$ cat config.mk
export PLATFORM = sky130hd
export DESIGN_NAME = pwm_capture
export DESIGN_NICKNAME = d
export VERILOG_FILES = /design/src/rtl/pwm_capture.sv
export SDC_FILE = /design/constraint.sdc
export NUM_CORES = 1
export LEC_CHECK = 0
export BUFFER_PORTS_ARGS = -buffer_cell sky130_fd_sc_hd__buf_2
export CAP_MARGIN = 15
export CORE_MARGIN = 1.5
export CORE_UTILIZATION = 50
export DETAILED_ROUTE_END_ITERATION = 10
export GPL_TIMING_DRIVEN = 0
export PLACE_DENSITY = 0.78
export SLEW_MARGIN = 10
export SYNTH_ARGS = -nofsm -noshare
export SYNTH_HDL_FRONTEND = slang
export SYNTH_SLANG_ARGS = --single-unit
$ cat constraint.sdc
create_clock -name clock -period 15 [get_ports clock]
set_input_delay 3 -clock clock [delete_from_list [all_inputs] [get_ports clock]]
set_output_delay 3 -clock clock [all_outputs]
set_load 0.01 [all_outputs]
$ cat src/rtl/pwm_capture.sv
// pwm_capture: measures an incoming PWM waveform in prescaler ticks.
//
// Reports the high time and the full period (rising edge to rising edge) of
// each completed cycle with a one-clock valid strobe. If no rising edge
// arrives for TIMEOUT ticks, it reports zero counts once and raises a stuck
// flag for the current input level. The tick convention and count width
// match the team's PWM generator, so generator settings duty d and top t
// measure as high_count = d and period_count = t + 1.
//
// Ports:
//   clock        system clock, rising edge
//   reset        synchronous, active-high reset
//   pwm_in       asynchronous PWM input
//   prescaler    clocks per tick (0 behaves as 1), may change at any time
//   high_count   high ticks in the last completed period
//   period_count ticks in the last completed period
//   valid        one-cycle strobe: counts and stuck flags were updated
//   stuck_high   no rising edge for TIMEOUT ticks while the input is high
//   stuck_low    no rising edge for TIMEOUT ticks while the input is low
module pwm_capture #(
    parameter int unsigned W           = 10,
    parameter int unsigned SYNC_STAGES = 2,
    parameter int unsigned TIMEOUT     = 1023
) (
    input  logic         clock,
    input  logic         reset,
    input  logic         pwm_in,
    input  logic [31:0]  prescaler,
    output logic [W-1:0] high_count,
    output logic [W-1:0] period_count,
    output logic         valid,
    output logic         stuck_high,
    output logic         stuck_low
);

    localparam logic [W-1:0] AccOne     = W'(1);
    localparam logic [W-1:0] AccMax     = {W{1'b1}};
    localparam logic [W:0]   TimeoutCmp = (W+1)'(TIMEOUT);

    typedef enum logic [1:0] {
        StIdle,
        StMeasure,
        StStuck
    } state_e;

    state_e                 state_q;
    logic [31:0]            presc_cnt_q;
    logic [31:0]            presc_max;
    logic                   tick;
    logic [SYNC_STAGES-1:0] sync_q;
    logic                   s;
    logic                   prev_q;
    logic                   rise;
    logic [W-1:0]           hi_acc_q;
    logic [W-1:0]           per_acc_q;
    logic [W:0]             per_next;

    // ------------------------------------------------------------------
    // Tick generation. Comparing with >= lets a lowered prescaler take
    // effect immediately instead of waiting for the counter to wrap.
    // ------------------------------------------------------------------
    always_comb begin
        presc_max = (prescaler == 32'd0) ? 32'd0 : prescaler - 32'd1;
        tick      = (presc_cnt_q >= presc_max);
    end

    always_ff @(posedge clock) begin
        if (reset) begin
            presc_cnt_q <= 32'd0;
        end else if (tick) begin
            presc_cnt_q <= 32'd0;
        end else begin
            presc_cnt_q <= presc_cnt_q + 32'd1;
        end
    end

    // ------------------------------------------------------------------
    // Input synchronizer and edge detector. Everything resets to 1 so an
    // input that is already high when reset releases is not a rising edge.
    // ------------------------------------------------------------------
    always_ff @(posedge clock) begin
        if (reset) begin
            sync_q <= '1;
        end else begin
            sync_q <= {sync_q[SYNC_STAGES-2:0], pwm_in};
        end
    end

    assign s = sync_q[SYNC_STAGES-1];

    always_ff @(posedge clock) begin
        if (reset) begin
            prev_q <= 1'b1;
        end else if (tick) begin
            prev_q <= s;
        end
    end

    assign rise = s & ~prev_q;

    // Widened so the timeout compare cannot wrap.
    assign per_next = {1'b0, per_acc_q} + {{W{1'b0}}, 1'b1};

    // ------------------------------------------------------------------
    // Measurement FSM with registered outputs.
    // ------------------------------------------------------------------
    always_ff @(posedge clock) begin
        if (reset) begin
            state_q      <= StIdle;
            hi_acc_q     <= '0;
            per_acc_q    <= '0;
            high_count   <= '0;
            period_count <= '0;
            valid        <= 1'b0;
            stuck_high   <= 1'b0;
            stuck_low    <= 1'b0;
        end else begin
            valid <= 1'b0;
            if (tick) begin
                case (state_q)
                    StIdle: begin
                        // The first edge only starts a measurement.
                        if (rise) begin
                            hi_acc_q  <= AccOne;
                            per_acc_q <= AccOne;
                            state_q   <= StMeasure;
                        end
                    end
                    StMeasure: begin
                        if (rise) begin
                            high_count   <= hi_acc_q;
                            period_count <= per_acc_q;
                            valid        <= 1'b1;
                            hi_acc_q     <= AccOne;
                            per_acc_q    <= AccOne;
                        end else if (per_next == TimeoutCmp) begin
                            high_count   <= '0;
                            period_count <= '0;
                            valid        <= 1'b1;
                            stuck_high   <= s;
                            stuck_low    <= ~s;
                            state_q      <= StStuck;
                        end else begin
                            // Saturate silently; the timeout reports long gaps.
                            if (per_acc_q != AccMax) begin
                                per_acc_q <= per_acc_q + AccOne;
                            end
                            if (s && (hi_acc_q != AccMax)) begin
                                hi_acc_q <= hi_acc_q + AccOne;
                            end
                        end
                    end
                    StStuck: begin
                        // Recovery edge restarts measurement without a strobe.
                        if (rise) begin
                            stuck_high <= 1'b0;
                            stuck_low  <= 1'b0;
                            hi_acc_q   <= AccOne;
                            per_acc_q  <= AccOne;
                            state_q    <= StMeasure;
                        end
                    end
                    default: begin
                        state_q <= StIdle;
                    end
                endcase
            end
        end
    end

endmodule

==> impl_metrics.env, run 1 <==
export IMPL_nNetsFinal=749
export IMPL_max_cap_violations=0
export IMPL_grt_max_degree=14
export IMPL_finalWirelength_um=12570
export IMPL_min_period_ns=7.507
export IMPL_path_class="in2reg"
export IMPL_drc_errors=0
export IMPL_grt_pass1_vias=4508
export IMPL_min_path_type="reg2reg"
export IMPL_setup_slack_ns=7.493
export IMPL_synth_area_top_cells="dfxtp_1 (32%), ha_1 (9.5%), xor2_1 (6.8%)"
export IMPL_swShare=0.2325
export IMPL_start_util=0.5140
export IMPL_clock_latency_ns=0.36
export IMPL_power_density_mw_per_mm2=74.27
export IMPL_clockRootBuffer="clkbuf_8"
export IMPL_firstDrtPassIters=5
export IMPL_crit_fanout=10
export IMPL_io_pins=58
export IMPL_path_buf_inv=3
export IMPL_ys_seq_area_frac=0.3188
export IMPL_syn_inst=609
export IMPL_fp_coreArea_mm2=0.009774
export IMPL_fmax_ghz=0.1332
export IMPL_p_int_uw=324.4
export IMPL_status="finished, final reports clean"
export IMPL_drive_gt1_frac=0.1483
export IMPL_arrival_ns=7.77
export IMPL_placed_cells=798
export IMPL_final_setup_viol_count=0
export IMPL_die_w_um=103.2
export IMPL_hold_violations=0
export IMPL_gp_congestion=0.8900
export IMPL_path_clk_slew_ns=0.07
export IMPL_antenna_found_initial=0
export IMPL_min_delay_start="sync_q[0]"
export IMPL_clock_path_buffers=2
export IMPL_stdcell_count=814
export IMPL_yosysTopAreaCell="dfxtp_1"
export IMPL_row_count=36
export IMPL_dp_hpwl_um=9294
export IMPL_cts_buffers=9
export IMPL_cts_hold_buf=0
export IMPL_dp_slack_ns=7.176
export IMPL_synth_cell_types=65
export IMPL_r2r_start="presc_cnt_q[9]"
export IMPL_grt_total_usage=0.2418
export IMPL_htreeDepth=3
export IMPL_dr_first_iter_drc_count=211
export IMPL_crit_family="simple AND/OR/NAND/NOR gates"
export IMPL_clock_sinks=80
export IMPL_cp_slowest_cell="a2111oi_0"
export IMPL_crit_chain="buf_2 > or4_4 > or3_4 > or4_4 > nor3_4 > nand2_4 > buf_6 > nand2_2 > ha_1 > a211oi_1 > nor2_1 > a2111oi_0 > a31oi_1 > a21oi_1 > clkbuf_1 > nor3_1 > a211oi_1"
export IMPL_max_slew_worst_pin_slew_ns=0.8868
export IMPL_grt_pass1_wl_um=20210
export IMPL_p_leak_nw=2.438
export IMPL_cp_end_kind="register"
export IMPL_clockPowerShare=0.419
export IMPL_yosysMostFrequentCell="dfxtp_1"
export IMPL_synth_nets=682
export IMPL_r2r_cells=9
export IMPL_maxSlewViolCount=0
export IMPL_critPathMaxStageDelay_ns=0.56
export IMPL_area_growth_pct=13.28
export IMPL_worstReg2RegEnd="per_acc_q[0]"
export IMPL_vias=4846
export IMPL_tns_ns=0
export IMPL_clock_skew_ns=0.01395
export IMPL_cts_tree="built"
export IMPL_die_h_um=103.2
export IMPL_p_sw_uw=98.26
export IMPL_synth_avg_cell_area_um2=8.249
export IMPL_slew_limit_headroom=0.4033
export IMPL_cp_data_required_time_ns=15.26
export IMPL_r2r_slack_ns=11.91
export IMPL_post_cts_setup_buffers=0
export IMPL_ant_nets=0
export IMPL_timing_final_crit_share=0.5005
export IMPL_peakVddDrop_v=0.00009156
export IMPL_rsz0062_at_grt="false"
export IMPL_antenna_cells=0
export IMPL_synth_seq_cells=80
export IMPL_yosys_top_cells_count="dfxtp_1 (80), nor2_1 (75), nand2_1 (58)"
export IMPL_hold_end="sync_q[1]"
export IMPL_port_buffers=56
export IMPL_async_flop_share=0
export IMPL_yosys_warnings=0
export IMPL_cp_depth=17
export IMPL_p_total_uw=422.7
export IMPL_synth_edf_count=0
export IMPL_viasPerCell=5.953
export IMPL_synthFlopType="dfxtp_1"
export IMPL_wl_per_cell_um=15.44
export IMPL_pwr_share_comb=0.074
export IMPL_synth_top_cell_area_share=0.3188
export IMPL_pwr_share_seq=0.506
export IMPL_gr_total_overflow=0
export IMPL_startpoint_type="input pin"
export IMPL_cts_resized=0
export IMPL_synth_area_mm2=0.005024
export IMPL_min_delay_path_depth=1
export IMPL_die_area_mm2=0.01066
[metal layers]
metal  global-route usage  share of wire  up-vias
met2               0.4216           0.48      160
met1               0.2945           0.43     2295
met5                    0              0        -
li1                     -              -     2373
met4               0.1143          0.020        0
met3              0.03427          0.067       18
[flip-flops by register name (all words and copies together) (netlist names)]
signal / count
sync_q: 2
valid: 1
presc_cnt_q: 32
hi_acc_q: 10
per_acc_q: 10
state_q: 2
stuck_low: 1
stuck_high: 1
high_count: 10
period_count: 10
prev_q: 1
[final cells by class]
type | count | area, um^2
clock buffers | 11 | 141.4
repair buffers | 56 | 280.3
plain buffers | 25 | 118.9
well taps | 133 | 166.4
flip-flops and latches | 80 | 1602
multi-input cells | 486 | 3236
fillers | 892 | 4084
inverters | 18 | 67.56
clock inverters | 5 | 78.83
[cells in the final DEF (no fill, tap or decap), types with 3 or more instances in the layout]
| master | instances |
|---|---|
| nand4_1 | 9 |
| a211o_1 | 3 |
| nor3_1 | 17 |
| xnor2_1 | 15 |
| and4_1 | 7 |
| nor2_1 | 75 |
| a31oi_1 | 4 |
| a22o_1 | 22 |
| and2_1 | 3 |
| o22ai_1 | 3 |
| o31ai_1 | 5 |
| nand4b_1 | 5 |
| or2_2 | 3 |
| nand2_2 | 7 |
| a211oi_1 | 3 |
| and3_1 | 15 |
| clkbuf_8 | 10 |
| xor2_1 | 39 |
| o311ai_0 | 9 |
| nor4_1 | 11 |
| nor2b_1 | 6 |
| a21oi_1 | 27 |
| ha_1 | 38 |
| nand3_1 | 38 |
| dfxtp_1 | 80 |
| buf_2 | 63 |
| o41ai_1 | 7 |
| or4_1 | 3 |
| nand2_1 | 58 |
| o21ai_0 | 10 |
| inv_1 | 17 |
| clkbuf_1 | 16 |
[power groups by stage]
| stage | logic [mW] | registers (mW) | clock network [mW] |
|---|---|---|---|
| global route | 0.0346 | 0.214 | 0.189 |
| floorplan | 0.0180 | 0.219 | 0 |
| detailed placement | 0.0308 | 0.219 | 0 |
| CTS | 0.0312 | 0.214 | 0.180 |
| global placement | 0.0292 | 0.219 | 0 |
| finish | 0.0314 | 0.214 | 0.177 |
[worst max-delay path by stage]
stage                        from  slack [ns]           end
floorplan           prescaler[23]        8.07  per_acc_q[5]
global placement    prescaler[23]        7.14  per_acc_q[0]
detailed placement  prescaler[23]        7.18  per_acc_q[5]
CTS                 prescaler[23]        7.49  per_acc_q[0]
global route        prescaler[23]        7.17  per_acc_q[0]
finish              prescaler[23]        7.49  per_acc_q[0]
[kinds of logic (layout without fill, tap and decap cells)]
| kind of cell | count (synthesis) | count (layout) | share of synthesized area |
|---|---|---|---|
| simple gates | 273 | 273 | 0.2765 |
| compound gates | 120 | 120 | 0.1768 |
| flops | 80 | 80 | 0.3188 |
| xor+xnor | 54 | 54 | 0.09415 |
| buf+inv | 43 | 115 | 0.03711 |
| fa+ha+maj | 38 | 38 | 0.09465 |
| mux | 1 | 1 | 0.001993 |
[through the flow]
stage	hold WS [ns]	util	area, um^2
finish	0.4172	0.5822	5690
detailed placement	0.4000	0.5597	5470
global route	0.4364	0.5822	5690
CTS	0.4175	0.5822	5690
floorplan	0.3895	-	5024
global placement	0.3965	0.5597	5470
Note: power is estimated with default switching activity, not from simulation.
==> run 2, diff against run 1 <==
--- a/config.mk
+++ b/config.mk
@@ -5,13 +5,14 @@
 export SDC_FILE = /design/constraint.sdc
 export NUM_CORES = 1
 export LEC_CHECK = 0
+export ABC_AREA = 1
 export BUFFER_PORTS_ARGS = -buffer_cell sky130_fd_sc_hd__buf_2
 export CAP_MARGIN = 15
 export CORE_MARGIN = 1.5
 export CORE_UTILIZATION = 50
 export DETAILED_ROUTE_END_ITERATION = 10
 export GPL_TIMING_DRIVEN = 0
-export PLACE_DENSITY = 0.78
+export PLACE_DENSITY = 0.8
 export SLEW_MARGIN = 10
 export SYNTH_ARGS = -nofsm -noshare
 export SYNTH_HDL_FRONTEND = slang
==> constraint.sdc (replaced) <==
create_clock -name clock -period 6.55 [get_ports clock]
set_input_delay 1.31 -clock clock [delete_from_list [all_inputs] [get_ports clock]]
set_output_delay 1.31 -clock clock [all_outputs]
set_load 0.01 [all_outputs]
==> run 2 against run 1 <==
Against the previous run:
- cell area increased by 14%
- combinational power grew to 2.7 times the previous value
- hold slack better by 0.0016 ns
- critical path depth up 3
- total power up 150%
- core utilization up 0.65 points
- die area rose by 14%
- global-route usage increased by 0.21 points
- non-clock buffer count down 4
- clock skew decreased by 0.0066 ns
- setup slack worse by 5.8 ns
- sequential cell count unchanged
- highest routed layer unchanged
==> impl_metrics.env, run 2 <==
export IMPL_tns_ns=0
export IMPL_hold_end="sync_q[1]"
export IMPL_start_util=0.5213
export IMPL_htreeDepth=3
export IMPL_vias=5898
export IMPL_cp_end_kind="register"
export IMPL_synth_area_mm2=0.005751
export IMPL_hold_violations=0
export IMPL_cp_slowest_cell="nor3_1"
export IMPL_path_class="in2reg"
export IMPL_cp_data_required_time_ns=6.81
export IMPL_p_total_mw=1.046
export IMPL_cts_buffers=9
export IMPL_viasPerCell=5.215
export IMPL_ant_nets=0
export IMPL_yosysTopAreaCell="dfxtp_1"
export IMPL_fmax_ghz=0.2048
export IMPL_path_clk_slew_ns=0.06
export IMPL_io_pins=58
export IMPL_clock_latency_ns=0.34
export IMPL_firstDrtPassIters=5
export IMPL_gp_congestion=0.8763
export IMPL_clockRootBuffer="clkbuf_16"
export IMPL_ys_seq_area_frac=0.2785
export IMPL_finalWirelength_um=13910
export IMPL_routed_top_layer="met4"
export IMPL_antenna_found_initial=0
export IMPL_rsz0062_at_grt="false"
export IMPL_fp_coreArea_mm2=0.01103
export IMPL_clock_skew_ns=0.007335
export IMPL_synth_edf_count=0
export IMPL_regMostFlops="presc_cnt_q"
export IMPL_dr_first_iter_drc_count=308
export IMPL_gr_total_overflow=0
export IMPL_row_count=38
export IMPL_grt_pass1_vias=5248
export IMPL_syn_inst=918
export IMPL_grt_total_usage=0.2439
export IMPL_synth_seq_cells=80
export IMPL_min_delay_path_depth=1
export IMPL_grt_max_degree=15
export IMPL_timing_final_crit_share=0.7455
export IMPL_critPathMaxStageDelay_ns=0.69
export IMPL_min_period_ns=4.883
export IMPL_antenna_cells=0
export IMPL_synth_cell_types=39
export IMPL_power_density_mw_per_mm2=161.1
export IMPL_crit_top_cell="inv_1"
export IMPL_min_delay_start="sync_q[0]"
export IMPL_die_h_um=110.2
export IMPL_drc_errors=0
export IMPL_min_path_type="reg2reg"
export IMPL_peakVddDrop_v=0.0001422
export IMPL_die_area_mm2=0.01215
export IMPL_grt_pass1_wl_um=23370
export IMPL_wl_met2_um=6449
export IMPL_synthFlopType="dfxtp_1"
export IMPL_nNetsFinal=1059
export IMPL_drive_gt1_frac=0.1231
export IMPL_yosys_top_cells_count="nand2_1 (199), nor2_1 (199), nand3_1 (101)"
export IMPL_startpoint_type="input pin"
export IMPL_max_cap_violations=0
export IMPL_yosys_warnings=0
export IMPL_area_growth_pct=12.92
export IMPL_largest_reg_flops=32
export IMPL_synth_area_top_cells="dfxtp_1 (28%), nand2_1 (13%), nor2_1 (13%)"
export IMPL_dp_hpwl_um=10750
export IMPL_r2r_cells=14
export IMPL_clock_sinks=80
export IMPL_async_flop_share=0
export IMPL_fin_util=0.5887
export IMPL_met1_length_um=6528
export IMPL_cts_hold_buf=0
export IMPL_maxSlewViolCount=0
export IMPL_p_leak_nw=2.731
export IMPL_hold_slack_ns=0.4188
export IMPL_synth_nets=991
export IMPL_arrival_ns=5.14
export IMPL_port_buffers=57
export IMPL_worstReg2RegEnd="high_count[1]"
export IMPL_wl_per_cell_um=12.30
export IMPL_slew_limit_headroom=0.4360
export IMPL_clock_path_buffers=2
export IMPL_post_cts_setup_buffers=0
export IMPL_cts_tree="built"
export IMPL_die_w_um=110.2
export IMPL_wl_met3_um=711
export IMPL_status="finished, final reports clean"
export IMPL_synth_top_cell_area_share=0.2785
export IMPL_max_slew_worst_pin_slew_ns=0.8395
export IMPL_crit_fanout=10
export IMPL_cts_resized=0
export IMPL_r2r_slack_ns=4.12
export IMPL_r2r_start="presc_cnt_q[11]"
export IMPL_layout_common_cells="nor2_1 (199), nand2_1 (199), nand3_1 (101), inv_1 (94), dfxtp_1 (80)"
export IMPL_synth_avg_cell_area_um2=6.264
export IMPL_final_setup_viol_count=0
export IMPL_crit_chain="buf_2 > nor2_1 > inv_1 > nor2_1 > inv_1 > nor2_1 > nand2_1 > nor3_1 > inv_1 > nand3_1 > ha_1 > a21oi_1 > o21a_1 > nand2_1 > a21oi_1 > nand3_1 > inv_1 > nand2_1 > clkbuf_1 > nor3b_1"
## run 2: cell types whose count changed in the layout (fill, tap and decap cells not counted), moves of 11 or more
| cell | before | now |
|---|---|---|
| nand2_1 | 58 | 199 |
| nor2_1 | 75 | 199 |
| inv_1 | 17 | 94 |
| nand3_1 | 38 | 101 |
| a22o_1 | 22 | 0 |
| xor2_1 | 39 | 17 |
| and3_1 | 15 | 1 |
| nor2_2 | 0 | 13 |
| nand4_1 | 9 | 20 |
| or2_2 | 3 | 14 |
## run 2: metrics by stage
stage	setup WS, ns	std cells	instance area (um^2)
6_report	1.667	1131	6494
4_1_cts	1.696	1131	6494
3_3_place_gp	1.372	1115	6211
3_5_place_dp	1.342	1115	6211
5_1_grt	1.183	1131	6494
2_1_floorplan	2.258	918	5751
## run 2: worst max-delay path by stage
stage	depth (start not counted)	to	slack, ns	startpoint
2_1_floorplan	24	high_count[0]	2.26	prescaler[0]
3_3_place_gp	24	high_count[1]	1.37	prescaler[0]
3_5_place_dp	24	period_count[7]	1.34	prescaler[0]
4_1_cts	24	high_count[1]	1.70	prescaler[0]
5_1_grt	23	period_count[5]	1.18	prescaler[0]
6_report	20	presc_cnt_q[6]	1.67	prescaler[23]
## run 2: critical path: cells and delay by family
kind	cells	cell delay, ns
simple gates	10	2.09
buf+inv	6	1.02
fa+ha+maj	1	0.25
compound gates	3	0.45
## run 2: cell type report
type | count | area, um^2
Sequential cell | 80 | 1602
Clock inverter | 6 | 43.79
Tap cell | 140 | 175.2
Fill cell | 1068 | 4537
Clock buffer | 10 | 239.0
Buffer | 20 | 100.1
Multi-Input combinational cell | 721 | 3685
Inverter | 97 | 364.1
Timing Repair Buffer | 57 | 285.3
## run 2: power by group
group	switching, mW	internal [mW]
registers	0.00202	0.489
clock network	0.204	0.268
logic	0.0521	0.0315
## run 2: cell families after synthesis
| group | after synthesis | share of synthesized area |
|---|---|---|
| AOI/OAI and AO/OA | 66 | 0.06614 |
| adders and majority gates | 38 | 0.08268 |
| xor gates and xnor gates | 26 | 0.03960 |
| buffers and inverters | 117 | 0.08072 |
| DFF | 80 | 0.2785 |
| and+or+nand+nor | 591 | 0.4523 |
## run 2: per-layer routing
metal  global-route usage  up-vias
met5                    0        -
met4              0.07051        0
met3              0.05350       24
met2               0.4184      136
met1               0.3060     2632
li1                     -     3106
